## src/rtl/soft_decoder_multi.sv

```systemverilog
// Multi-read soft decoder controller: sequences each noisy read through external matrices and
// likelihood engines, then sums the per-position likelihoods with saturation across reads.
module soft_decoder_multi #(
    parameter  int DATA_WIDTH  = 32,
    parameter  int n           = 10,
    parameter  int LLR_W       = 32,
    parameter  int ACC_W       = 40,
    parameter  int NUM_STRANDS = 4,
    parameter  int TIMEOUT     = 4095,
    localparam int LEN_W       = $clog2(DATA_WIDTH + 1),
    localparam int CNT_W       = $clog2(NUM_STRANDS + 1)
) (
    input  logic                 clk,
    input  logic                 rst_n,
    input  logic                 in_valid,
    output logic                 in_ready,
    input  logic [DATA_WIDTH-1:0] in_strand,
    input  logic [LEN_W-1:0]     in_len,
    input  logic                 in_last,
    output logic                 eng_mat_start,
    input  logic                 eng_mat_done,
    output logic                 eng_lik_start,
    input  logic                 eng_lik_done,
    output logic [DATA_WIDTH-1:0] eng_strand,
    output logic [LEN_W-1:0]     eng_len,
    input  logic [n*LLR_W-1:0]   eng_lik,
    output logic                 out_valid,
    input  logic                 out_ready,
    output logic [n*ACC_W-1:0]   out_llr,
    output logic [CNT_W-1:0]     out_count,
    output logic [2:0]           out_err
);

    localparam int TO_W = $clog2(TIMEOUT + 1);
    localparam logic [LEN_W-1:0] MAX_LEN = LEN_W'(DATA_WIDTH);
    localparam logic [CNT_W-1:0] MAX_RD  = CNT_W'(NUM_STRANDS);
    localparam logic [TO_W-1:0]  TO_LIM  = TO_W'(TIMEOUT);

    typedef enum logic [2:0] {IDLE, MAT_START, MAT_WAIT, LIK_START, LIK_WAIT, ACC, OUT} state_t;

    state_t                state_q;
    logic                  in_ready_q, mat_start_q, lik_start_q, out_valid_q, last_q;
    logic [DATA_WIDTH-1:0] strand_q;
    logic [LEN_W-1:0]      len_q;
    logic [CNT_W-1:0]      rd_cnt_q, rd_cnt_d, count_q;
    logic [TO_W-1:0]       to_cnt_q, to_cnt_d;
    logic [n*LLR_W-1:0]    lik_q;
    logic [n*ACC_W-1:0]    acc_q, acc_d;
    logic [2:0]            err_q;
    logic                  read_end;

    function automatic logic [ACC_W-1:0] sat_add(input logic [ACC_W-1:0] a, input logic [LLR_W-1:0] b);
        logic [ACC_W:0] s;
        s = {a[ACC_W-1], a} + {{(ACC_W + 1 - LLR_W){b[LLR_W-1]}}, b};
        // Differing top two bits of the widened sum mean the true result left the ACC_W range.
        if (s[ACC_W] != s[ACC_W-1])
            sat_add = s[ACC_W] ? {1'b1, {(ACC_W-1){1'b0}}} : {1'b0, {(ACC_W-1){1'b1}}};
        else
            sat_add = s[ACC_W-1:0];
    endfunction

    // NOTE: every always_comb output gets a default first so no path can infer a latch.
    always_comb begin
        acc_d = '0;
        for (int k = 0; k < n; k++)
            acc_d[k*ACC_W +: ACC_W] = sat_add(acc_q[k*ACC_W +: ACC_W], lik_q[k*LLR_W +: LLR_W]);
    end

    assign to_cnt_d = to_cnt_q + TO_W'(1);
    assign rd_cnt_d = rd_cnt_q + CNT_W'(1);
    assign read_end = last_q || (rd_cnt_q == MAX_RD);

    // NOTE: the accumulator bank is reset like any other state because a reset must abort the
    // codeword and present zeros; all state updates here are non-blocking.
    always_ff @(posedge clk or negedge rst_n) begin
        if (!rst_n) begin
            state_q     <= IDLE;
            in_ready_q  <= 1'b0;
            mat_start_q <= 1'b0;
            lik_start_q <= 1'b0;
            out_valid_q <= 1'b0;
            last_q      <= 1'b0;
            strand_q    <= '0;
            len_q       <= '0;
            rd_cnt_q    <= '0;
            count_q     <= '0;
            to_cnt_q    <= '0;
            lik_q       <= '0;
            acc_q       <= '0;
            err_q       <= '0;
        end else begin
            mat_start_q <= 1'b0;
            lik_start_q <= 1'b0;
            case (state_q)
                IDLE: begin
                    in_ready_q <= 1'b1;
                    if (in_valid && in_ready_q) begin
                        strand_q <= in_strand;
                        len_q    <= in_len;
                        last_q   <= in_last;
                        rd_cnt_q <= rd_cnt_d;
                        if (in_len == '0 || in_len > MAX_LEN) begin
                            err_q[0] <= 1'b1;
                            if (in_last || rd_cnt_d == MAX_RD) begin
                                state_q     <= OUT;
                                in_ready_q  <= 1'b0;
                                out_valid_q <= 1'b1;
                            end
                        end else begin
                            state_q     <= MAT_START;
                            in_ready_q  <= 1'b0;
                            mat_start_q <= 1'b1;
                        end
                    end
                end
                MAT_START: begin
                    to_cnt_q <= '0;
                    state_q  <= MAT_WAIT;
                end
                MAT_WAIT: begin
                    if (eng_mat_done) begin
                        state_q     <= LIK_START;
                        lik_start_q <= 1'b1;
                    end else begin
                        to_cnt_q <= to_cnt_d;
                        if (to_cnt_d == TO_LIM) begin
                            err_q[1]    <= 1'b1;
                            state_q     <= read_end ? OUT : IDLE;
                            in_ready_q  <= !read_end;
                            out_valid_q <= read_end;
                        end
                    end
                end
                LIK_START: begin
                    to_cnt_q <= '0;
                    state_q  <= LIK_WAIT;
                end
                LIK_WAIT: begin
                    if (eng_lik_done) begin
                        lik_q   <= eng_lik;
                        state_q <= ACC;
                    end else begin
                        to_cnt_q <= to_cnt_d;
                        if (to_cnt_d == TO_LIM) begin
                            err_q[2]    <= 1'b1;
                            state_q     <= read_end ? OUT : IDLE;
                            in_ready_q  <= !read_end;
                            out_valid_q <= read_end;
                        end
                    end
                end
                ACC: begin
                    acc_q       <= acc_d;
                    count_q     <= count_q + CNT_W'(1);
                    state_q     <= read_end ? OUT : IDLE;
                    in_ready_q  <= !read_end;
                    out_valid_q <= read_end;
                end
                OUT: begin
                    if (out_ready) begin
                        acc_q       <= '0;
                        count_q     <= '0;
                        err_q       <= '0;
                        rd_cnt_q    <= '0;
                        out_valid_q <= 1'b0;
                        in_ready_q  <= 1'b1;
                        state_q     <= IDLE;
                    end
                end
                default: state_q <= IDLE;
            endcase
        end
    end

    assign in_ready      = in_ready_q;
    assign eng_mat_start = mat_start_q;
    assign eng_lik_start = lik_start_q;
    assign eng_strand    = strand_q;
    assign eng_len       = len_q;
    assign out_valid     = out_valid_q;
    assign out_llr       = acc_q;
    assign out_count     = count_q;
    assign out_err       = err_q;

endmodule

```

## config.mk

```make
export PLATFORM = sky130hd
export DESIGN_NAME = soft_decoder_multi
export DESIGN_NICKNAME = d
export VERILOG_FILES = /design/src/rtl/soft_decoder_multi.sv
export SDC_FILE = /design/constraint.sdc
export NUM_CORES = 2
export LEC_CHECK = 0
export ABC_CLOCK_PERIOD_IN_PS = 12400
export CORE_ASPECT_RATIO = 1.1
export CORE_UTILIZATION = 50
export CTS_CLUSTER_SIZE = 14
export DETAILED_ROUTE_END_ITERATION = 10
export PLACE_DENSITY = 0.86
export RECOVER_POWER = 25
export SLEW_MARGIN = 10
export SYNTH_ARGS = -nofsm -noshare
export SYNTH_HDL_FRONTEND = slang
export SYNTH_SLANG_ARGS = --single-unit
```

## constraint.sdc

```tcl
create_clock -name clk -period 12.4 [get_ports clk]
set_clock_uncertainty 0.05 [all_clocks]
set_input_delay 2.48 -clock clk [delete_from_list [all_inputs] [get_ports clk]]
set_output_delay 2.48 -clock clk [all_outputs]
set_load 0.02 [all_outputs]
```

==> metrics list <==
- The run finished, with violations left.
* Violations in the final reports: capacitance limit, slew limit
- VDD sags by at most between 0.2 and 0.25 mV.
* Maximum clock frequency: 142 MHz
* Initial drt markers: around 4700
* Total vias in the final route: 52500
- Compared with the post-synthesis result, the final layout area differs by 22.2%.
- Areal power density over the cells: 333 nW/um^2
- CP Launch Type: input port
- Overall power consumption: approximately 22000 uW
- Number of maximum-capacitance violations: 4
- Number of input and output port buffers inserted: 812
- Yosys mapped a number of flops with a built-in enable equal to 0.
- No sink is reached through more buffers than the 3 on the longest clock path.
* Synth warn: 0
- For this configuration, the core starts out at a cell density of 0.504.
- In this run the horizontal extent of the chip is 316 microns.
- Clock latency at the later pin of the worst-skew pair: 690 ps
- After detailed routing, the number of remaining DRC violations is 0.
- Subtracting the final worst setup slack from the clock period gives 7070 ps.
- Post-CTS setup repair buffer count: 0
* Clock slew at the register clock pins of the worst setup and hold paths: 60 ps
- The synthesized design contains 787 register bits.
- Fraction of layout cells with a size suffix above 1: 0.0428
- The pre-antenna-repair detailed-routing pass consisted of 6 iterations.
- Antenna-violating nets left: 0
- After clock tree synthesis, the flow added hold-fix buffers numbering 0.
* Category of the most critical setup path: input port to asynchronous set/reset pin
* Share of the core filled with cells in the final layout: 0.616
- # IOs: 813
- For the pin with the worst max-slew slack, the measured transition is 4490 ps.
* Avg Vias per Cell: ~6
* Post-synthesis cell count: roughly 6600
- Accumulated negative setup slack: 0 ps
- Commonest cells after routing, fill and taps aside: nand2_1, clkdlybuf4s50_1, dfrtp_1
- For this run, the register share of the synthesized area comes to 0.364.
* Arrival time reported for the critical path endpoint: ~7700 ps
* Setup-failing EPs final: 0
* Final-stage net count: ~8000
- Clock tree synthesis inserted a total of 88 buffers.
* Initial antenna violation count: 18
* Mean instance size in the synthesized netlist: 8.15 sq um
- The die covers 110000 sq um.
- Resized Gates After CTS: 0
- At the end of routability-driven placement, the weighted congestion stood at 0.964.
* Net count after synthesis: around 7400
- TritonCTS clock tree: built
- The library cell used most frequently in the layout, excluding fill and tap cells, is nand2_1.
- Wire length of the first global-routing pass: 283 mm
- Worst reg2reg path depth: 15
* Pin count of the biggest net entering global routing: 183
- Sum of routed wire length over all layers: 180 mm
- After synthesis, the share of flip-flops with an asynchronous set or reset is 1.00.
* Portion of the clock cycle consumed by the worst path in the final layout: 0.570
* Number of global-route vias before repair: 51300
- Detail Placement HPWL: 132 mm
* Cell Rows: between 100 and 150
* Worst hold-check slack: 431 ps
- The H-tree was split into 3 levels.
* Endpoint type of the worst setup path: asynchronous set/reset pin
* Fin. Hold Viols: 0
- Global-route usage over all layers: 0.321
* Overflow left after global routing: 0
- Summed over all cells, the static leakage comes to 0.0322 uW.
- Hold-critical path depth: 2
* Routed wire per std cell: around 21 microns
- The clock net in this run drives a total of about 790 sinks.
- Count of final max-slew check failures: a little under 200
* Clock root cell: clkbuf_16
* Core region area: 107000 sq um
- Post-synthesis instance area: 54100 sq um
- Height of the chip: 347 microns
* Data required time of the worst path: 13010 ps
* Unrepaired setup endpoints after global routing: false
- Worst Hold Class: register to register
- The worst pin sits at a relative slew slack of -1.99.
* Prevailing post-synth register cell: dfrtp_1
- Number of distinct library cells after synthesis: ~110
- Of all nets on the critical path, the largest fanout is 77.
## logic make-up (layout without fill, tap and decap cells)
kind of cell,Yosys count,after routing,share of synthesized area
mux,77,77,0.0157
fa+ha+maj,436,436,0.102
flops,787,787,0.364
xor+xnor,272,272,0.0440
simple gates,2718,2718,0.216
other cells,0,11,0
compound gates,1907,1907,0.226
buf+inv,440,1123,0.0327
## final cells by class
type	instances	area, sq um
fillers	8989	41200
multi-input cells	5410	32700
flip-flops and latches	787	19700
repair buffers	846	8420
clock buffers	118	2490
well taps	1408	1760
clock inverters	46	626
inverters	113	424
diodes	11	27.5
## metrics by stage
step	instance area [sq um]	std cells	setup WS [ps]
5_1_grt	66100	8738	4480
6_report	66200	8739	5330
3_5_place_dp	63000	8564	5830
3_3_place_gp	63000	8564	5910
4_1_cts	66100	8728	6550
2_1_floorplan	54100	6637	7730
## worst max-delay path: stages
cell and delay [ps]:
clkbuf_1 3080, buf_4 1060, buf_4 880
## routing by layer
metal  up-vias  share of wire  global-route usage  wire length [microns]
li1      24700              -                   -                      -
met1     25300           0.40               0.392                  71700
met2      1990           0.47               0.528                  84000
met3       437          0.084              0.0745                  15100
met4         8          0.051               0.160                   9130
met5         -        0.00029                   0                     53
## path summary, 6_finish.rpt
check / endpoint / slack [ps] / startpoint
max: lik_q[71] / 5330 / rst_n
min: lik_q[28] / 430 / lik_q[28]
max reg2reg: out_llr[336] / 6590 / out_llr[326]
min reg2reg: lik_q[28] / 430 / lik_q[28]
max in group clk: out_llr[157] / 6270 / out_ready
min in group asynchronous: lik_q[203] / 3330 / rst_n
## sequential cells by signal (all words and copies together) (netlist names), 3 cells and up
register / flops
out_llr: 400
lik_q: 320
eng_strand: 32
to_cnt_q: 12
eng_len: 6
out_count: 3
out_err: 3
rd_cnt_q: 3
state_q: 3
## cell usage after synthesis, drive strengths merged (11+ instances only)
master | instances | area (sq um)
a2111oi | 17 | 164
a211o | 22 | 193
a211oi | 71 | 538
a21boi | 25 | 188
a21o | 248 | 1860
a21oi | 435 | 2190
a221o | 14 | 141
a22o | 47 | 412
a22oi | 22 | 165
a31o | 19 | 166
a31oi | 65 | 440
and2 | 39 | 245
and3 | 63 | 394
and4 | 24 | 210
buf | 42 | 264
clkbuf | 285 | 1080
dfrtp | 787 | 19700
ha | 424 | 5310
inv | 110 | 413
mux2 | 56 | 642
mux2i | 21 | 210
nand2 | 1583 | 5950
nand2b | 46 | 288
nand3 | 145 | 726
nand3b | 11 | 82.6
nand4 | 67 | 425
nor2 | 501 | 1880
nor2b | 42 | 263
nor3 | 85 | 430
nor3b | 17 | 133
nor4 | 18 | 113
o2111ai | 17 | 149
o211ai | 41 | 313
o21a | 68 | 510
o21ai | 585 | 2940
o21bai | 52 | 390
o221ai | 12 | 105
o22ai | 15 | 93.8
o31ai | 26 | 209
or2 | 12 | 75.1
or3 | 45 | 287
xnor2 | 166 | 1450
xor2 | 106 | 928
## power breakdown
part	internal, uW	total [uW]	leakage, uW	switching (uW)
Clock	1670	2850	0.00149	1180
Sequential	3680	4750	0.0100	1070
Combinational	5660	14500	0.0207	8800
Total	11000	22100	0.0322	11100
Note: power is estimated with default switching activity, not from simulation.
